[src/rtl/bcd_digit_counter.sv]
// Four-digit BCD up/down counter with built-in tick prescaler, feeding per-digit
// seven-segment decoders with 5-bit codes (5'b0_dddd = digit, 5'b10000 = blank).
module bcd_digit_counter #(
  parameter int TICK_DIV = 50_000_000,
  parameter bit BLANK_LZ = 1'b1
) (
  input  logic        clk,
  input  logic        reset_n,
  input  logic        run,
  input  logic        up_dn,
  input  logic        clear,
  input  logic        load,
  input  logic [15:0] load_val,
  output logic [4:0]  hex0,
  output logic [4:0]  hex1,
  output logic [4:0]  hex2,
  output logic [4:0]  hex3,
  output logic        tick_out,
  output logic        wrap
);

  localparam int PW = $clog2(TICK_DIV);
  localparam logic [PW-1:0] PMAX = PW'(TICK_DIV - 1);
  localparam logic [PW-1:0] PONE = PW'(1);
  localparam logic [4:0] BLANK = 5'b10000;
  localparam logic [4:0] LZ_RESET = BLANK_LZ ? BLANK : 5'b00000;

  logic [PW-1:0] pcnt_q, pcnt_d;
  logic [15:0]   cnt_q, cnt_d;
  logic          tick_q, tick_d;
  logic          wrap_q, wrap_d;
  logic [4:0]    hex0_q, hex0_d;
  logic [4:0]    hex1_q, hex1_d;
  logic [4:0]    hex2_q, hex2_d;
  logic [4:0]    hex3_q, hex3_d;
  logic          tick;
  logic          carry;
  logic [3:0]    dig;

  // clear/load restart the prescaler and swallow any tick landing in the same cycle
  always_comb begin
    tick   = run && (pcnt_q == PMAX) && !clear && !load;
    tick_d = tick;
    pcnt_d = pcnt_q;
    if (clear || load) begin
      pcnt_d = '0;
    end else if (run) begin
      pcnt_d = (pcnt_q == PMAX) ? '0 : pcnt_q + PONE;
    end
  end

  always_comb begin
    cnt_d  = cnt_q;
    wrap_d = 1'b0;
    carry  = 1'b1;
    dig    = '0;
    if (clear) begin
      cnt_d = '0;
    end else if (load) begin
      for (int i = 0; i < 4; i++) begin
        dig = load_val[4*i +: 4];
        cnt_d[4*i +: 4] = (dig > 4'd9) ? 4'd0 : dig;
      end
    end else if (tick) begin
      // carry/borrow ripples upward; surviving past the top digit is a wrap
      for (int i = 0; i < 4; i++) begin
        dig = cnt_q[4*i +: 4];
        if (carry) begin
          if (up_dn) begin
            if (dig == 4'd9) begin
              cnt_d[4*i +: 4] = 4'd0;
            end else begin
              cnt_d[4*i +: 4] = dig + 4'd1;
              carry = 1'b0;
            end
          end else begin
            if (dig == 4'd0) begin
              cnt_d[4*i +: 4] = 4'd9;
            end else begin
              cnt_d[4*i +: 4] = dig - 4'd1;
              carry = 1'b0;
            end
          end
        end
      end
      wrap_d = carry;
    end
  end

  always_comb begin
    hex0_d = {1'b0, cnt_q[3:0]};
    hex1_d = (BLANK_LZ && (cnt_q[15:4] == '0))  ? BLANK : {1'b0, cnt_q[7:4]};
    hex2_d = (BLANK_LZ && (cnt_q[15:8] == '0))  ? BLANK : {1'b0, cnt_q[11:8]};
    hex3_d = (BLANK_LZ && (cnt_q[15:12] == '0)) ? BLANK : {1'b0, cnt_q[15:12]};
  end

  always_ff @(posedge clk) begin
    if (!reset_n) begin
      pcnt_q <= '0;
      cnt_q  <= '0;
      tick_q <= 1'b0;
      wrap_q <= 1'b0;
      hex0_q <= 5'b00000;
      hex1_q <= LZ_RESET;
      hex2_q <= LZ_RESET;
      hex3_q <= LZ_RESET;
    end else begin
      pcnt_q <= pcnt_d;
      cnt_q  <= cnt_d;
      tick_q <= tick_d;
      wrap_q <= wrap_d;
      hex0_q <= hex0_d;
      hex1_q <= hex1_d;
      hex2_q <= hex2_d;
      hex3_q <= hex3_d;
    end
  end

  assign hex0     = hex0_q;
  assign hex1     = hex1_q;
  assign hex2     = hex2_q;
  assign hex3     = hex3_q;
  assign tick_out = tick_q;
  assign wrap     = wrap_q;

endmodule
[config.mk]
export PLATFORM = sky130hd
export DESIGN_NAME = bcd_digit_counter
export DESIGN_NICKNAME = d
export VERILOG_FILES = /design/src/rtl/bcd_digit_counter.sv
export SDC_FILE = /design/constraint.sdc
export NUM_CORES = 1
export LEC_CHECK = 0
export ABC_CLOCK_PERIOD_IN_PS = 3250
export BUFFER_PORTS_ARGS = -buffer_cell sky130_fd_sc_hd__buf_2
export CORE_AREA = 2 2 94 114
export CTS_CLUSTER_SIZE = 28
export DETAILED_ROUTE_END_ITERATION = 16
export DIE_AREA = 0 0 96 116
export RECOVER_POWER = 100
export SYNTH_ARGS = -nofsm -noshare
export SYNTH_HDL_FRONTEND = slang
export SYNTH_SLANG_ARGS = --single-unit
export TNS_END_PERCENT = 1
[constraint.sdc]
create_clock -name clk -period 3.25 [get_ports clk]
set_input_delay 0.1625 -clock clk [delete_from_list [all_inputs] [get_ports clk]]
set_output_delay 0.1625 -clock clk [all_outputs]
set_load 0.02 [all_outputs]
==> flow_metrics.tcl, run 1 <==
set metrics [dict create \
    core_sq_mm 0.00996 \
    cpMaxStageDelayCell "nor3_1" \
    fin_area_sq_mm 0.00374 \
    slew_headroom_pct 54.9 \
    yosys_warnings 0 \
    drv_cap 0 \
    setup_tns_ns 0 \
    critPathKind "flop to flop" \
    synth.distinct_cells 58 \
    cts_hold_buffers 0 \
    grt_pass1_wl_um 12700 \
    grt_pass1_vias 2749 \
    numPortBuffers 42 \
    fmax_mhz 367 \
    diodes 0 \
    first_pass_iters 4 \
    clkSlewWorstSetupHoldPaths_ns 0.06 \
    crit_path_end_kind "flop" \
    outcome "finished, final reports clean" \
    wl_per_cell_um 13.7 \
    cp_max_fo 6 \
    min_period_ns 2.73 \
    hp-class "input port to flop" \
    synth-seq-area-share_pct 38.7 \
    overflow 0 \
    dp_hpwl_um 5330 \
    fillCellCount 1039 \
    cts_tree "built" \
    dpl-instance-area_sq_mm 0.00350 \
    p_sw_uw 430 \
    ant_nets 0 \
    pwr-share-seq_pct 42.8 \
    cts_resized 0 \
    grt_antenna_before_repair 0 \
    yosysTopAreaCell "dfxtp_1" \
    netlist_area_sq_mm 0.00326 \
    crit_path_max_incr_delay_ns 0.61 \
    clock_skew_ns 0.00999 \
    viasPerCell 5.21 \
    power.internal_uw 1450 \
    cts_buffers 9 \
    min_period_over_period_pct 83.9 \
    cp.required_ns 3.49 \
    clock_latency_ns 0.33 \
    drive_gt1_share_pct 12.0 \
    tightest_slew_ns 0.671 \
    cp_common_cell "or4_1" \
    cp_data_arrival_time_ns 2.97 \
    startpoint_type "flop" \
    rsz0062_at_grt "false" \
    cts-root-buf "clkbuf_16" \
    grtUsageTotal_pct 14.6 \
    power.leakage_uw 0.00130 \
    initial_core_util_pct 32.7 \
    synth-seq-cells 63 \
    drtIter0Drc 105 \
    post-cts-setup-buffer-count 0 \
    synth_enable_flop_cells 0 \
    routed_wl_um 7580 \
    netlist_instances 394 \
    nNetsFinal 444 \
    synth_commonest_cells "63 x dfxtp_1, 49 x nor2_1, 29 x nand2_1, 21 x xnor2_1, 20 x and2_1" \
    p_comb_share_pct 6.7 \
    ys.flop_type "dfxtp_1" \
    die_h_um 116 \
    rows 40 \
    finalMaxSlewViolations 0 \
    synth_async_sr_flop_share_pct 0 \
    dieArea_sq_mm 0.0111 \
    hold_viol_final 0 \
    swShare_pct 22.9 \
    power_frac_clock_pct 50.5 \
    synth_nets 417 \
    crit_chain "or4_1 -> or4_1 -> nor3_1 -> clkbuf_1 -> xnor2_1 -> a211oi_1" \
    cts_num_sinks 63 \
    yosys.cell_count.top_type "dfxtp_1" \
    cts_max_path_buffers 2 \
    gp_congestion 0.876 \
    boundaryPins 44 \
    powerDensity_mw_per_mm2 501 \
    post_synth.cell_area_avg_sq_um 8.26 \
    cts.htree.levels 3 \
    drc 0 \
    synthTopCellsByArea "dfxtp_1 39%, nor2_1 5.6%, xnor2_1 5.6%, and2_1 3.8%, nand2_1 3.3%" \
    final-setup-viol-count 0 \
    grt_max_degree 26 \
    area_growth_pct 15.0 \
    fp.dieW_um 96 \
    vdd_drop_max_v 0.000263 \
    synth_top_cell_area_share_pct 38.7 \
    vias 2878 \
]
[critical path, delay by kind of cell, from the launching register on]
family	cells	cell delay (ns)
AOI/OAI and AO/OA	1	0.23
DFF	1	0.33
buffers and inverters	1	0.32
and+or+nand+nor	3	1.65
xor gates and xnor gates	1	0.11
[area by class of cell]
cell class	instances	area, sq um	area share (%)
clock inverter	4	45.0	1.20
sequential	63	1260	33.7
inverter	5	18.8	0.502
clock buffer	12	246	6.59
multi-input combinational	297	1820	48.5
tap	126	158	4.21
timing repair buffer	45	196	5.25
[path summary, 6_finish.rpt]
path / from / end / slack, ns / cells past startpoint
hold reg to reg: pcnt_q[4] / pcnt_q[4] / 0.51 / 2
hold / removal: load_val[14] / cnt_q[14] / 0.06 / 3
setup reg to reg: pcnt_q[8] / cnt_q[4] / 0.52 / 6
setup / recovery: pcnt_q[8] / cnt_q[4] / 0.52 / 6
[registers in the layout, indices dropped and copies added, names as in the netlist]
name      count
tick_out      1
cnt_q        16
wrap          1
hex2          5
hex1          5
pcnt_q       26
hex0          4
hex3          5
[through the flow]
step / setup slack, ns / util, % / cells / total power, uW / hold slack, ns
floorplan: 0.850 / - / 394 / 905 / 0.242
global placement: 0.755 / 35.1 / 536 / 945 / 0.392
detailed placement: 0.704 / 35.1 / 536 / 947 / 0.396
CTS: 0.699 / 38.0 / 552 / 1900 / 0.0508
global route: 0.351 / 37.6 / 552 / 1950 / 0.0732
finish: 0.525 / 37.6 / 552 / 1880 / 0.0560
[metal layers]
metal	part of all wire [%]	GRT usage, %	up-vias
li1	-	-	1446
met2	48	23.7	83
met5	0	0	-
met1	44	17.6	1337
met4	2.1	6.86	0
met3	5.3	4.29	12
[cell families (layout without fill, tap and decap cells)]
logic type	after synthesis	in the layout	synth area share (%)
DFF	63	63	38.7
muxes	5	5	1.54
buffers and inverters	34	66	5.15
xor gates and xnor gates	32	32	8.61
AOI/OAI and AO/OA	70	70	14.1
and+or+nand+nor	188	188	31.3
other	1	1	0.115
adders and majority gates	1	1	0.384
[cells in the final DEF (no fill, tap or decap), types with 3 or more instances in the layout]
master,synthesis,layout
a211oi_1,3,3
nand4_1,7,7
o21bai_1,3,3
o22ai_1,9,9
clkinv_2,0,3
dfxtp_1,63,63
xnor2_1,21,21
nand2b_1,4,4
clkbuf_16,0,9
and3_1,5,5
clkbuf_1,19,25
nor4_1,8,8
nand2_1,29,29
a221oi_1,3,3
o21ai_0,15,15
and3b_1,4,4
nor2_1,49,49
nand3_1,19,19
xor2_1,11,11
buf_2,5,21
mux2i_1,5,5
a21oi_1,14,14
and2_0,0,10
nor2b_1,5,5
inv_1,5,5
nor3_1,9,10
or2_2,8,8
and2_1,20,10
a31oi_1,3,3
or3_1,2,3
a311oi_1,3,3
or4_1,3,3
[power by group through the flow]
stage	clock, uW	combinational (uW)	sequential [uW]
2_1_floorplan	0	88.6	817
3_3_place_gp	0	126	819
3_5_place_dp	0	128	819
4_1_cts	967	129	802
5_1_grt	1000	141	805
6_report	946	126	803
(Power assumes the default switching activity.)
==> run 2, diff against run 1 <==
- ABC_CLOCK_PERIOD_IN_PS: 3250 -> 2800
- clock period: 3.25 -> 2.8 ns (I/O delays scaled with it)
==> run 2 against run 1 <==
  * Combinational power up 15%
  * Sequential cell count did not move
  * Clock power increased by 27%
  * Power up 22%
  * Worst setup slack worse by 0.30 ns
  * First-iteration DRC count down 14%
  * Fmax rose by 5.9%
  * Critical endpoint is now cnt_q[12]
==> flow_metrics.tcl, run 2 (same netlist as run 1, synthesis figures left out) <==
set metrics [dict create \
    drtIter0Drc 90 \
    viasPerCell 5.16 \
    area_growth_pct 16.4 \
    numPortBuffers 42 \
    reg_top3 "pcnt_q x26, cnt_q x16" \
    cp.required_ns 3.04 \
    dp_hpwl_um 5270 \
    slew_headroom_pct 64.0 \
    powerDensity_mw_per_mm2 601 \
    grt_pass1_vias 2735 \
    vdd_drop_max_v 0.000287 \
    final_common_cell "dfxtp_1" \
    boundaryPins 44 \
    clock_latency_ns 0.33 \
    grt_pass1_wl_um 12500 \
    nNetsFinal 445 \
    final_cell_mix "63 x dfxtp_1, 49 x nor2_1, 29 x nand2_1, 25 x clkbuf_1" \
    initial_core_util_pct 32.7 \
    die_h_um 116 \
    startpoint_type "flop" \
    first_pass_iters 4 \
    crit_path_end_kind "flop" \
    core_sq_mm 0.00996 \
    cp_max_fo 6 \
    regMostFlops "pcnt_q" \
    cts_max_path_buffers 2 \
    outcome "finished, final reports clean" \
    cts-root-buf "clkbuf_16" \
    ant_nets 0 \
    fillCellCount 1020 \
    cts.htree.levels 3 \
    power.leakage_uw 0.00132 \
    critPathKind "flop to flop" \
    rows 40 \
    grtUsageTotal_pct 14.5 \
    cp_data_arrival_time_ns 2.82 \
    finalPower_uw 2280 \
    grt_max_degree 26 \
    overflow 0 \
    fmax_mhz 388 \
    multi_input_area_sq_mm 0.00182 \
    min_period_over_period_pct 91.9 \
    clock_skew_ns 0.00736 \
    tightest_slew_ns 0.539 \
    gp_congestion 0.872 \
    grt_antenna_before_repair 0 \
    cts_tree "built" \
    finalMaxSlewViolations 0 \
    drv_cap 0 \
    post-cts-setup-buffer-count 0 \
    fp.dieW_um 96 \
    routed_wl_um 7330 \
    wl_per_cell_um 13.3 \
    rsz0062_at_grt "false" \
    final-setup-viol-count 0 \
    cts_buffers 9 \
    drive_gt1_share_pct 12.4 \
    hold_slack_ns 0.0327 \
    pre_cts_ws_ns 0.270 \
    setup_tns_ns 0 \
    final_util_pct 38.1 \
    cts_hold_buffers 0 \
    clkSlewWorstSetupHoldPaths_ns 0.05 \
    largest_reg_flops 26 \
    min_period_ns 2.57 \
    hp-class "input port to flop" \
    cts_resized 0 \
    diodes 0 \
    hold_viol_final 0 \
    cts_num_sinks 63 \
    worst_slack_ns 0.226 \
    dieArea_sq_mm 0.0111 \
    regArea_sq_mm 0.00126 \
    vias 2856 \
    drc 0 \
]
## run 2: final cells by class
| cell class | instances | share of cell area, % |
|---|---|---|
| Clock buffer | 13 | 6.86 |
| Inverter | 5 | 0.495 |
| Multi-Input combinational cell | 297 | 48.1 |
| Clock inverter | 3 | 1.72 |
| Tap cell | 126 | 4.16 |
| Sequential cell | 63 | 33.3 |
| Timing Repair Buffer | 46 | 5.45 |
## run 2: final timing paths
| path | start | end | slack [ns] | depth (start not counted) |
|---|---|---|---|---|
| setup / recovery | pcnt_q[8] | cnt_q[12] | 0.23 | 5 |
| hold / removal | load_val[13] | cnt_q[13] | 0.03 | 3 |
| setup reg to reg | pcnt_q[8] | cnt_q[12] | 0.23 | 5 |
| hold reg to reg | pcnt_q[4] | pcnt_q[4] | 0.52 | 2 |
## run 2: per-layer routing
metal  part of all wire (%)  GRT usage, %
met3                    5.4          3.77
met1                     43          17.2
met4                    2.4          8.76
met5                      0             0
met2                     49          23.1
## run 2: per-stage QoR
stage | instances | cell area [sq um]
finish | 553 | 3790
global route | 553 | 3790
CTS | 553 | 3840
detailed placement | 537 | 3520
global placement | 537 | 3520
floorplan | 394 | 3260
## run 2: worst max-delay path: stages, from the launching register on
cell,delay (ns)
dfxtp_1,0.33
or4_1,0.51
or4_1,0.54
or3_1,0.49
or3_1,0.37
a311oi_1,0.25
## run 2: power breakdown
group	total, uW	internal [uW]	switching (uW)
clock	1200	826	375
sequential	933	914	18.9
combinational	145	56.0	89.1
total	2280	1800	483
